## config.mk

```make
export PLATFORM = sky130hd
export DESIGN_NAME = cam_writer
export DESIGN_NICKNAME = d
export VERILOG_FILES = /design/src/rtl/cam_pkg.sv /design/src/rtl/encoder.sv /design/src/rtl/cam_writer.sv
export SDC_FILE = /design/constraint.sdc
export NUM_CORES = 1
export LEC_CHECK = 0
export CAP_MARGIN = 20
export CELL_PAD_IN_SITES_DETAIL_PLACEMENT = 0
export CELL_PAD_IN_SITES_GLOBAL_PLACEMENT = 2
export CORE_UTILIZATION = 25
export CTS_CLUSTER_SIZE = 25
export DETAILED_ROUTE_END_ITERATION = 10
export PLACE_DENSITY_LB_ADDON = 0.1
export SKIP_CTS_REPAIR_TIMING = 1
export SLEW_MARGIN = 20
export SYNTH_ARGS = -nofsm -noshare
export SYNTH_HDL_FRONTEND = slang
export SYNTH_SLANG_ARGS = --single-unit
```

## constraint.sdc

```tcl
create_clock -name clk -period 2.4 [get_ports clk]
set_input_delay 0.48 -clock clk [delete_from_list [all_inputs] [get_ports clk]]
set_output_delay 0.48 -clock clk [all_outputs]
set_load 0.005 [all_outputs]
```

## src/rtl/cam_pkg.sv

```systemverilog
// Shared types for the CAM write-side controller: FSM states, response status and op codes.
// Pure declarations, no logic.
package cam_pkg;

  typedef enum logic [2:0] {
    S_INIT   = 3'd0,
    S_IDLE   = 3'd1,
    S_SEARCH = 3'd2,
    S_CHECK  = 3'd3,
    S_WRITE  = 3'd4,
    S_RESP   = 3'd5
  } state_t;

  localparam logic [1:0] ST_OK      = 2'd0;
  localparam logic [1:0] ST_DUP     = 2'd1;
  localparam logic [1:0] ST_FULL    = 2'd2;
  localparam logic [1:0] ST_INVALID = 2'd3;

  localparam logic OP_INSERT = 1'b0;
  localparam logic OP_DELETE = 1'b1;

endpackage

```

## src/rtl/encoder.sv

```systemverilog
// Combinational priority encoder: index of the highest-priority set bit plus an any-set flag.
// Zero latency; no flow control.
module encoder #(
  parameter int    WIDTH        = 4,
  parameter string LSB_PRIORITY = "HIGH",
  localparam int   IW           = (WIDTH > 1) ? $clog2(WIDTH) : 1
) (
  input  logic [WIDTH-1:0] i_bits,
  output logic [IW-1:0]    o_index,
  output logic             o_valid
);

  always_comb begin
    o_index = '0;
    o_valid = |i_bits;
    // Later assignments win, so scan toward the favoured end last.
    if (LSB_PRIORITY == "HIGH") begin
      for (int i = WIDTH - 1; i >= 0; i--) begin
        if (i_bits[i]) o_index = IW'(i);
      end
    end else begin
      for (int i = 0; i < WIDTH; i++) begin
        if (i_bits[i]) o_index = IW'(i);
      end
    end
  end

endmodule

```

## src/rtl/cam_writer.sv

```systemverilog
// CAM write controller: fills the CAM after reset, then serialises insert (dup-search, lowest-free alloc) and delete.
// Insert OK 4 / DUP,FULL 3 / INVALID 1 cycles; delete OK 2 / INVALID 1; one request in flight, req_ready only in IDLE.
module cam_writer
  import cam_pkg::*;
#(
  parameter int                    DATA_WIDTH = 4,
  parameter int                    ADDR_WIDTH = 2,
  parameter logic [DATA_WIDTH-1:0] FILL       = {DATA_WIDTH{1'b1}}
) (
  input  logic                  clk,
  input  logic                  rst,
  input  logic                  req_valid,
  output logic                  req_ready,
  input  logic                  req_op,
  input  logic [DATA_WIDTH-1:0] req_data,
  input  logic [ADDR_WIDTH-1:0] req_addr,
  output logic                  resp_valid,
  output logic [1:0]            resp_status,
  output logic [ADDR_WIDTH-1:0] resp_addr,
  output logic [ADDR_WIDTH:0]   occupancy,
  output logic                  cam_start,
  output logic                  cam_write_enable,
  output logic [ADDR_WIDTH-1:0] cam_write_addr,
  output logic [DATA_WIDTH-1:0] cam_din,
  input  logic                  cam_match,
  input  logic [ADDR_WIDTH-1:0] cam_match_addr
);

  localparam int                    ENTRIES  = 2 ** ADDR_WIDTH;
  localparam logic [ADDR_WIDTH-1:0] ADDR_MAX = {ADDR_WIDTH{1'b1}};
  localparam logic [ADDR_WIDTH:0]   OCC_MAX  = {1'b1, {ADDR_WIDTH{1'b0}}};

  state_t                r_state;
  state_t                w_state_nxt;
  logic [ADDR_WIDTH-1:0] r_init_addr;
  logic [ENTRIES-1:0]    r_valid;
  logic [ADDR_WIDTH:0]   r_occ;
  logic                  r_op;
  logic [DATA_WIDTH-1:0] r_data;
  logic [ADDR_WIDTH-1:0] r_addr;
  logic                  r_hit;
  logic [ADDR_WIDTH-1:0] r_slot;
  logic [1:0]            r_resp_status;
  logic [ADDR_WIDTH-1:0] r_resp_addr;

  logic [ENTRIES-1:0]    w_free;
  logic [ADDR_WIDTH-1:0] w_free_idx;
  logic                  w_not_full;
  logic                  w_dup;

  assign w_free = ~r_valid;

  encoder #(
    .WIDTH       (ENTRIES),
    .LSB_PRIORITY("HIGH")
  ) u_free_enc (
    .i_bits (w_free),
    .o_index(w_free_idx),
    .o_valid(w_not_full)
  );

  // A stale hit on a cleared slot is not a duplicate.
  assign w_dup = r_hit && r_valid[cam_match_addr];

  assign occupancy   = r_occ;
  assign resp_status = r_resp_status;
  assign resp_addr   = r_resp_addr;

  always_comb begin
    w_state_nxt      = r_state;
    req_ready        = 1'b0;
    resp_valid       = 1'b0;
    cam_start        = 1'b0;
    cam_write_enable = 1'b0;
    cam_write_addr   = '0;
    cam_din          = FILL;
    case (r_state)
      S_INIT: begin
        cam_write_enable = 1'b1;
        cam_write_addr   = r_init_addr;
        if (r_init_addr == ADDR_MAX) w_state_nxt = S_IDLE;
      end
      S_IDLE: begin
        req_ready = 1'b1;
        if (req_valid) begin
          if (req_op == OP_INSERT) begin
            w_state_nxt = (req_data == FILL) ? S_RESP : S_SEARCH;
          end else begin
            w_state_nxt = r_valid[req_addr] ? S_WRITE : S_RESP;
          end
        end
      end
      S_SEARCH: begin
        cam_start   = 1'b1;
        cam_din     = r_data;
        w_state_nxt = S_CHECK;
      end
      S_CHECK: begin
        w_state_nxt = (w_dup || !w_not_full) ? S_RESP : S_WRITE;
      end
      S_WRITE: begin
        cam_write_enable = 1'b1;
        if (r_op == OP_INSERT) begin
          cam_write_addr = r_slot;
          cam_din        = r_data;
        end else begin
          cam_write_addr = r_addr;
        end
        w_state_nxt = S_RESP;
      end
      S_RESP: begin
        resp_valid  = 1'b1;
        w_state_nxt = S_IDLE;
      end
      default: w_state_nxt = S_INIT;
    endcase
  end

  always_ff @(posedge clk) begin
    if (rst) begin
      r_state       <= S_INIT;
      r_init_addr   <= '0;
      r_valid       <= '0;
      r_occ         <= '0;
      r_op          <= OP_INSERT;
      r_data        <= '0;
      r_addr        <= '0;
      r_hit         <= 1'b0;
      r_slot        <= '0;
      r_resp_status <= ST_OK;
      r_resp_addr   <= '0;
    end else begin
      r_state <= w_state_nxt;
      case (r_state)
        S_INIT: r_init_addr <= r_init_addr + 1'b1;
        S_IDLE: begin
          if (req_valid) begin
            r_op   <= req_op;
            r_data <= req_data;
            r_addr <= req_addr;
            if (req_op == OP_INSERT && req_data == FILL) begin
              r_resp_status <= ST_INVALID;
              r_resp_addr   <= '0;
            end else if (req_op == OP_DELETE && !r_valid[req_addr]) begin
              r_resp_status <= ST_INVALID;
              r_resp_addr   <= req_addr;
            end
          end
        end
        S_SEARCH: r_hit <= cam_match;
        S_CHECK: begin
          if (w_dup) begin
            r_resp_status <= ST_DUP;
            r_resp_addr   <= cam_match_addr;
          end else if (!w_not_full) begin
            r_resp_status <= ST_FULL;
            r_resp_addr   <= '0;
          end else begin
            r_slot <= w_free_idx;
          end
        end
        S_WRITE: begin
          r_resp_status <= ST_OK;
          if (r_op == OP_INSERT) begin
            r_valid[r_slot] <= 1'b1;
            r_resp_addr     <= r_slot;
            if (r_occ != OCC_MAX) r_occ <= r_occ + 1'b1;
          end else begin
            r_valid[r_addr] <= 1'b0;
            r_resp_addr     <= r_addr;
            if (r_occ != '0) r_occ <= r_occ - 1'b1;
          end
        end
        default: ;
      endcase
    end
  end

endmodule
```

After elaboration in Yosys (flattened, before gate mapping):

Index checks and enable logic that the tools add are counted.

* equal/unequal tests: 13
* $add $sub $neg: 3
* reduce and logical (&&, ||, !) cells: 19
* order comparisons: 6
* multiplexer cells: 43
* bitwise logic cells: 6

Operators by type and width (number)
* $mux 2: 15
* $mux 3: 7
* $pmux 3 s6: 1
* $lt 2x3->1 const B: 4
* $pmux 2 s3: 2
* $mux 1: 10
* $ne 3x3->1 const B: 3
* $mux 4: 2
* $not 4->4: 2
* $pmux 4 s2: 1
* $eq 3x2->1 const B: 2
* $eq 3x3->1 const B: 2
* $reduce_and 3->1: 2
* $reduce_bool 3->1: 2
* $logic_and 1x1->1: 5
* $and 4x4->4: 1
* $bmux 1 s2: 2
* $demux 1 s2: 2
* $eq 4x4->1 const B: 1
* $ge 2x1->1 const B: 2
* $ne 2x2->1 const B: 2
* $or 4x4->4: 1
* $pmux 2 s2: 1
* $reduce_and 2->1: 2
* 14 further kinds: 16

* bits in registers: 26

Depth between registers and ports, before layout:

Gate-level depths: netlist (run 1).

* depth after elaboration: 8
* mapped depth: 6

Cells and area by module:

From an unflattened synthesis (run 1), not the netlist that was laid out.

* cells, all modules: 178
* area, all modules: 1473.9 µm²

Modules (own cells, without submodules)
* cam_writer: area an instance 1438.9 µm², sequential area each 520.5 µm², cells an instance 171, instances 1
* encoder: area an instance 35.0 µm², sequential area each 0.0 µm², cells an instance 7, instances 1

Least setup slack after synthesis (run 1):

Ideal clock, no wire load.

* path type: reg2out
* start: register r_state[2]
* end: output cam_din[0]
* setup slack: 670 ps
* arrival: 1250 ps
* stages on the path, launching flop included: 6
* cells stage by stage: dfxtp_1 clkbuf_1 nand2b_1 nor2_1 a21oi_1 or2_2

* longest elaborated chain between the ends: 2

RTL lines
* start: declaration: line cam_writer.sv:33 `state_t r_state;`
* start signal: assignment: line cam_writer.sv:133 `r_state <= w_state_nxt;`
* $eq 3x3->1 or $eq 3x2->1 (tied branches): line cam_writer.sv:77 `case (r_state)`
* $pmux 4 s2 *: line cam_writer.sv:77
* end: declaration: line cam_writer.sv:24 `output logic [DATA_WIDTH-1:0] cam_din,`

Every way passes the cells marked *; elsewhere a longest branch is shown, timed or not.

Worst setup path in the final report (run 1):

* start: register r_state[0]
* end: output cam_write_addr[1]

* longest elaborated chain between the ends: 2

RTL lines
* $eq 3x3->1 or $logic_not 3->1 (tied branches): line cam_writer.sv:77
* $pmux 2 s2 *: line cam_writer.sv:77
* end: declaration: line cam_writer.sv:23 `output logic [ADDR_WIDTH-1:0] cam_write_addr,`

Marks and branches as above.

==> impl_metrics.py, run 1 <==
metrics = {
    "worst_setup_path": {
        "crit_family": "buffers and inverters",
        "crit_path_end_kind": "primary output",
        "r2r_slack_ns": 0.45,
        "worst-r2r-cell-count": 7,
        "crit_chain": "nor3b_4, nand2_1, a21boi_0, clkdlybuf4s50_1",
        "cp_slowest_cell": "clkdlybuf4s50_1",
        "critPathKind": "reg -> out",
        "crit_required_ns": 1.92,
        "crit_buf_inv": 1,
        "rr_endpoint": "resp_status[0]",
        "worstSetupStartpointType": "register",
        "path_max_fanout": 9,
        "critPathArrivalTime_ns": 1.81,
        "rr_startpoint": "r_state[2]",
        "max_stage_delay_ns": 0.54,
    },
    "global_routing": {
        "antenna_found_initial": 0,
        "first_global_vias": 1351,
        "grt.overflow.total": 0,
        "grt_pass1_wl_um": 7080,
        "grt_start_max_net_pins": 15,
        "grt_use_total": 0.149,
    },
    "finish": {
        "postLayoutCoreUtil": 0.355,
        "fin_cells": 289,
        "n_antenna_cell": 0,
        "nNetsFinal": 234,
        "drive_gt1_frac": 0.194,
        "finalInstanceArea_um2": 1990,
        "area_growth_pct": 35.1,
    },
    "logic_synthesis": {
        "synth_common_cells": "dfxtp_1 (26), a21oi_1 (21), nand2_1 (19)",
        "synth.most_common_cell": "dfxtp_1",
        "yosysTopAreaCellShare": 0.353,
        "synth_compound_area_frac": 0.249,
        "postSynthAreaPerCell_um2": 8.27,
        "syn_area_um2": 1470,
        "synthSimpleGateAreaFrac": 0.251,
        "synthMuxAreaShare": 0.0637,
        "synth-xor-area-share": 0.0178,
        "yosys-top-cells-area": "dfxtp_1 (35%), a21oi_1 (7.1%), nand2_1 (4.8%)",
        "synth_ff_type": "dfxtp_1",
        "ys_ff_latch": 26,
        "synth_warnings": 0,
        "synth_cell_type_count": 45,
        "synth_top_cell_by_area": "dfxtp_1",
        "synth_top_family_by_area": "simple AND/OR/NAND/NOR gates",
        "syn_nets": 193,
        "synth_adder_area_share": 0.0221,
        "ys_seq_area_frac": 0.353,
        "async_flop_share": 0,
        "syn_inst": 178,
        "synth_enable_flop_cells": 0,
    },
    "place": {
        "postPlaceCellArea_um2": 1920,
        "dp_hpwl_um": 3400,
        "gp_congestion": 0.821,
        "port_buffers": 29,
        "dp_cells": 284,
    },
    "clock_network": {
        "root_buffer": "clkbuf_8",
        "numCtsBuffers": 3,
        "cts_buffer_depth": 2,
        "insertion_delay_ns": 0.27,
        "ctsHtreeMaxLevel": 1,
        "clkSinkCount": 26,
        "cts_tree": "yes",
        "clk_pin_slew_ns": 0.09,
    },
    "route": {
        "vias": 1426,
        "dr.pass1.iters": 4,
        "drt_iter0_drc": 99,
        "wl_per_cell_um": 15.5,
        "routed_wl_um": 4470,
        "postRouteAntennaNets": 0,
        "drc": 0,
        "drt-vias-per-instance": 4.93,
    },
    "sta": {
        "clock_skew_ns": 0.00470,
        "final_max_slew_viol_count": 0,
        "grt_setup_unrepaired": "false",
        "hold_viol": 0,
        "worst_pin_slew_ns": 0.414,
        "slew_headroom": 0.717,
        "post-route-min-period_ns": 2.29,
        "max_freq_mhz": 437,
        "finalSetupViolCount": 0,
        "fin_crit_sh": 0.953,
        "tns_ns": 0,
        "whs_ns": 0.460,
    },
    "worst_hold_path": {
        "hold_path.startpoint": "r_data[2]",
        "hold_path_depth": 2,
        "hold_path_end": "r_data[2]",
        "holdCritPathClass": "reg -> reg",
    },
    "power": {
        "power.density_nw_per_um2": 482,
        "p_leak_nw": 0.675,
        "power.share.clock": 0.257,
        "power.share.sequential": 0.506,
        "p_int_uw": 694,
        "vdd_drop_max_mv": 0.193,
        "p_sw_uw": 265,
        "p_sw_frac": 0.276,
        "power_frac_comb": 0.237,
    },
    "floorplanning": {
        "rows": 27,
        "core_area_um2": 5610,
        "die_h_um": 78.8,
        "initial_utilization": 0.263,
        "dieArea_um2": 6200,
        "io_pins": 30,
        "dieWidth_um": 78.8,
    },
    "status": {
        "status": "completed",
    },
    "job": {
        "maxCapViolCount": 0,
    },
}
==> cells by family (layout without fill, tap and decap cells) <==
kind of cell             count (synthesis)  in the layout
adder cells (fa/ha/maj)                  2              2
flip-flops                              26             26
AO/OA/AOI/OAI                           53             53
buffers and inverters                   15             54
AND/OR/NAND/NOR                         70             70
multiplexers                             9              9
XOR/XNOR                                 3              3
==> routing by layer <==
metal  vias up  global-route usage  part of all wire
li1        722                   -                 -
met1       665               0.203              0.50
met2        35               0.237              0.45
met3         4              0.0299             0.045
met4         0              0.0444            0.0063
met5         -                   0                 0
==> per-stage QoR <==
| step | power [mW] | setup WS, ns |
|---|---|---|
| 2_1_floorplan | 0.604 | 0.670 |
| 3_3_place_gp | 0.721 | 0.0767 |
| 3_5_place_dp | 0.723 | 0.0252 |
| 4_1_cts | 0.979 | -0.117 |
| 5_1_grt | 1.03 | 0.00980 |
| 6_report | 0.959 | 0.114 |
==> worst min-delay path, delay by kind of cell, from the launching register on <==
| family | cells | cell delay (ns) |
|---|---|---|
| flops | 1 | 0.32 |
| compound gates | 1 | 0.06 |
| simple gates | 1 | 0.05 |
==> cell usage in the layout (no fill, tap or decap), types with 2 or more instances in the layout <==
cell / instances
nand2_1: 19
buf_4: 16
or2_2: 5
a31oi_1: 3
nand3_1: 9
a21oi_1: 20
inv_1: 6
nand2b_1: 6
dfxtp_2: 5
o31ai_1: 3
o22ai_1: 2
xnor2_1: 2
a21boi_0: 2
clkbuf_8: 3
dfxtp_1: 21
a211oi_1: 5
nor2_1: 13
mux2_2: 3
nor3_1: 2
nand2_2: 2
mux2i_1: 6
clkdlybuf4s50_1: 28
nand4_1: 3
o21ai_0: 6
a311oi_1: 2
nor2_2: 2
==> layout make-up <==
class	count	area, um2
Timing Repair Buffer	45	413
Tap cell	72	90.1
Inverter	6	22.5
Clock buffer	3	41.3
Multi-Input combinational cell	137	896
Fill cell	607	3620
Sequential cell	26	527
==> power groups by stage <==
stage | clock, mW | combinational [mW] | sequential (mW)
after global placement | 0 | 0.228 | 0.493
after detailed placement | 0 | 0.229 | 0.494
after global routing | 0.287 | 0.253 | 0.490
after CTS | 0.264 | 0.231 | 0.484
final | 0.247 | 0.227 | 0.485
after floorplan | 0 | 0.121 | 0.483
==> flip-flops by register name (all words and copies together) (netlist names) <==
register     count
r_op             1
r_addr           2
resp_addr        2
r_hit            1
occupancy        3
r_slot           2
r_state          3
r_data           4
r_valid          4
resp_status      2
r_init_addr      2
==> worst max path at each step <==
| stage | cells after the start | to | slack (ns) | startpoint |
|---|---|---|---|---|
| floorplan | 5 | cam_din[0] | 0.67 | r_state[2] |
| global placement | 6 | resp_addr[1] | 0.08 | cam_match_addr[0] |
| detailed placement | 6 | r_state[0] | 0.03 | cam_match_addr[0] |
| CTS | 4 | cam_din[3] | -0.12 | r_state[0] |
| global route | 4 | cam_write_addr[1] | 0.01 | r_state[0] |
| finish | 4 | cam_write_addr[1] | 0.11 | r_state[0] |
Note: power is estimated with default switching activity, not from simulation.
==> run 2: changes to the inputs <==
--- a/config.mk
+++ b/config.mk
@@ -5,7 +5,6 @@
 export SDC_FILE = /design/constraint.sdc
 export NUM_CORES = 1
 export LEC_CHECK = 0
-export CAP_MARGIN = 20
 export CELL_PAD_IN_SITES_DETAIL_PLACEMENT = 0
 export CELL_PAD_IN_SITES_GLOBAL_PLACEMENT = 2
 export CORE_UTILIZATION = 25
==> results of run 2 <==
Final layout, timing and power as in run 1 (identical DEF).
==> run 3: changes to the inputs <==
--- a/config.mk
+++ b/config.mk
@@ -5,11 +5,14 @@
 export SDC_FILE = /design/constraint.sdc
 export NUM_CORES = 1
 export LEC_CHECK = 0
+export ABC_AREA = 0
 export CELL_PAD_IN_SITES_DETAIL_PLACEMENT = 0
 export CELL_PAD_IN_SITES_GLOBAL_PLACEMENT = 2
+export CORE_MARGIN = 2
 export CORE_UTILIZATION = 25
 export CTS_CLUSTER_SIZE = 25
 export DETAILED_ROUTE_END_ITERATION = 10
+export GPL_TIMING_DRIVEN = 0
 export PLACE_DENSITY_LB_ADDON = 0.1
 export SKIP_CTS_REPAIR_TIMING = 1
 export SLEW_MARGIN = 20
==> impl_metrics.py, run 3 (synthesis results as in run 1) <==
metrics = {
    "floorplanning": {
        "dieArea_um2": 6520,
        "io_pins": 30,
        "die_h_um": 80.8,
        "dieWidth_um": 80.8,
        "rows": 27,
        "core_area_um2": 5610,
        "initial_utilization": 0.263,
    },
    "worst_setup_path": {
        "max_stage_delay_ns": 0.55,
        "worstSetupStartpointType": "register",
        "crit_chain": "clkbuf_4, inv_1, nor3b_1, clkdlybuf4s50_1",
        "r2r_slack_ns": 0.68,
        "crit_path_end_kind": "primary output",
        "cp_slowest_cell": "clkdlybuf4s50_1",
        "critPathKind": "reg -> out",
        "crit_required_ns": 1.92,
        "path_max_fanout": 10,
        "critPathArrivalTime_ns": 1.79,
        "crit_family": "buffers and inverters",
        "crit_buf_inv": 3,
    },
    "power": {
        "vdd_drop_max_mv": 0.179,
        "p_sw_frac": 0.276,
        "power_frac_comb": 0.229,
        "power.density_nw_per_um2": 500,
        "p_sw_uw": 274,
        "power.share.sequential": 0.480,
        "p_int_uw": 717,
        "power.share.clock": 0.290,
        "p_leak_nw": 0.668,
    },
    "clock_network": {
        "numCtsBuffers": 3,
        "ctsHtreeMaxLevel": 1,
        "clkSinkCount": 26,
        "cts_tree": "yes",
        "insertion_delay_ns": 0.27,
        "clk_pin_slew_ns": 0.09,
        "root_buffer": "clkbuf_8",
        "cts_buffer_depth": 2,
    },
    "place": {
        "gp_congestion": 0.772,
        "postPlaceCellArea_um2": 1830,
        "preCtsSetupSlack_ns": -0.114,
        "dp_hpwl_um": 3230,
        "port_buffers": 27,
    },
    "sta": {
        "finalSetupViolCount": 0,
        "whs_ns": 0.458,
        "slew_headroom": 0.639,
        "final_max_slew_viol_count": 0,
        "worst_pin_slew_ns": 0.541,
        "fin_crit_sh": 0.945,
        "post-route-min-period_ns": 2.27,
        "clock_skew_ns": 0.00300,
        "tns_ns": 0,
        "grt_setup_unrepaired": "false",
        "finalWorstSetupSlack_ns": 0.133,
        "max_freq_mhz": 441,
        "hold_viol": 0,
    },
    "global_routing": {
        "antenna_found_initial": 0,
        "grt_use_total": 0.137,
        "grt.overflow.total": 0,
        "grt_start_max_net_pins": 15,
        "first_global_vias": 1335,
        "grt_pass1_wl_um": 6840,
    },
    "finish": {
        "drive_gt1_frac": 0.178,
        "n_antenna_cell": 0,
        "area_growth_pct": 34.7,
        "postLayoutCoreUtil": 0.354,
        "final_common_cell": "dfxtp_1",
        "final_cell_mix": "dfxtp_1 (24), clkdlybuf4s50_1 (21), a21oi_1 (20)",
        "nNetsFinal": 230,
        "finalInstanceArea_um2": 1980,
        "reg_top3": "r_data (4), r_valid (4)",
    },
    "route": {
        "routed_wl_um": 4370,
        "drt-vias-per-instance": 4.95,
        "vias": 1415,
        "drt_iter0_drc": 61,
        "dr.pass1.iters": 4,
        "postRouteAntennaNets": 0,
        "drc": 0,
        "wl_per_cell_um": 15.3,
    },
    "worst_hold_path": {
        "holdCritPathClass": "reg -> reg",
    },
    "job": {
        "maxCapViolCount": 0,
    },
    "status": {
        "status": "completed",
    },
}
## run 3: through the flow
step | instances | power (mW)
after floorplan | 178 | 0.604
after CTS | 281 | 0.999
after global placement | 277 | 0.705
final | 286 | 0.991
after global routing | 286 | 1.05
after detailed placement | 277 | 0.708
## run 3: path summary, 6_finish.rpt
check	start	endpoint	cells past startpoint
hold / removal	r_data[3]	r_data[3]	2
setup reg to reg	r_state[0]	resp_addr[1]	6
hold reg to reg	r_data[3]	r_data[3]	2
setup / recovery	r_state[0]	resp_valid	4
## run 3: final cells by class
cell class	instances	area (um2)
repair buffers	32	323
clock buffers	4	55.1
multi-input cells	137	916
flip-flops and latches	26	526
plain buffers	9	51.3
fillers	635	3620
inverters	6	22.5
well taps	72	90.1
## run 3: power groups by stage
stage / clock [mW] / sequential, mW / combinational [mW]
final: 0.288 / 0.476 / 0.227
after global routing: 0.317 / 0.480 / 0.253
after CTS: 0.299 / 0.477 / 0.223
after detailed placement: 0 / 0.487 / 0.222
after global placement: 0 / 0.485 / 0.220
after floorplan: 0 / 0.483 / 0.121
## run 3: per-layer routing
layer | GRT usage | part of all wire | vias up
met1 | 0.189 | 0.49 | 664
met5 | 0 | 0 | -
met2 | 0.225 | 0.46 | 32
met3 | 0.0244 | 0.046 | 2
li1 | - | - | 717
met4 | 0.0305 | 0.0048 | 0
## run 3: worst register-to-register path, delay by kind of cell, from the launching register on
family	cells	cell delay [ns]
compound gates	2	0.42
buf+inv	1	0.21
flops	1	0.36
simple gates	3	0.65
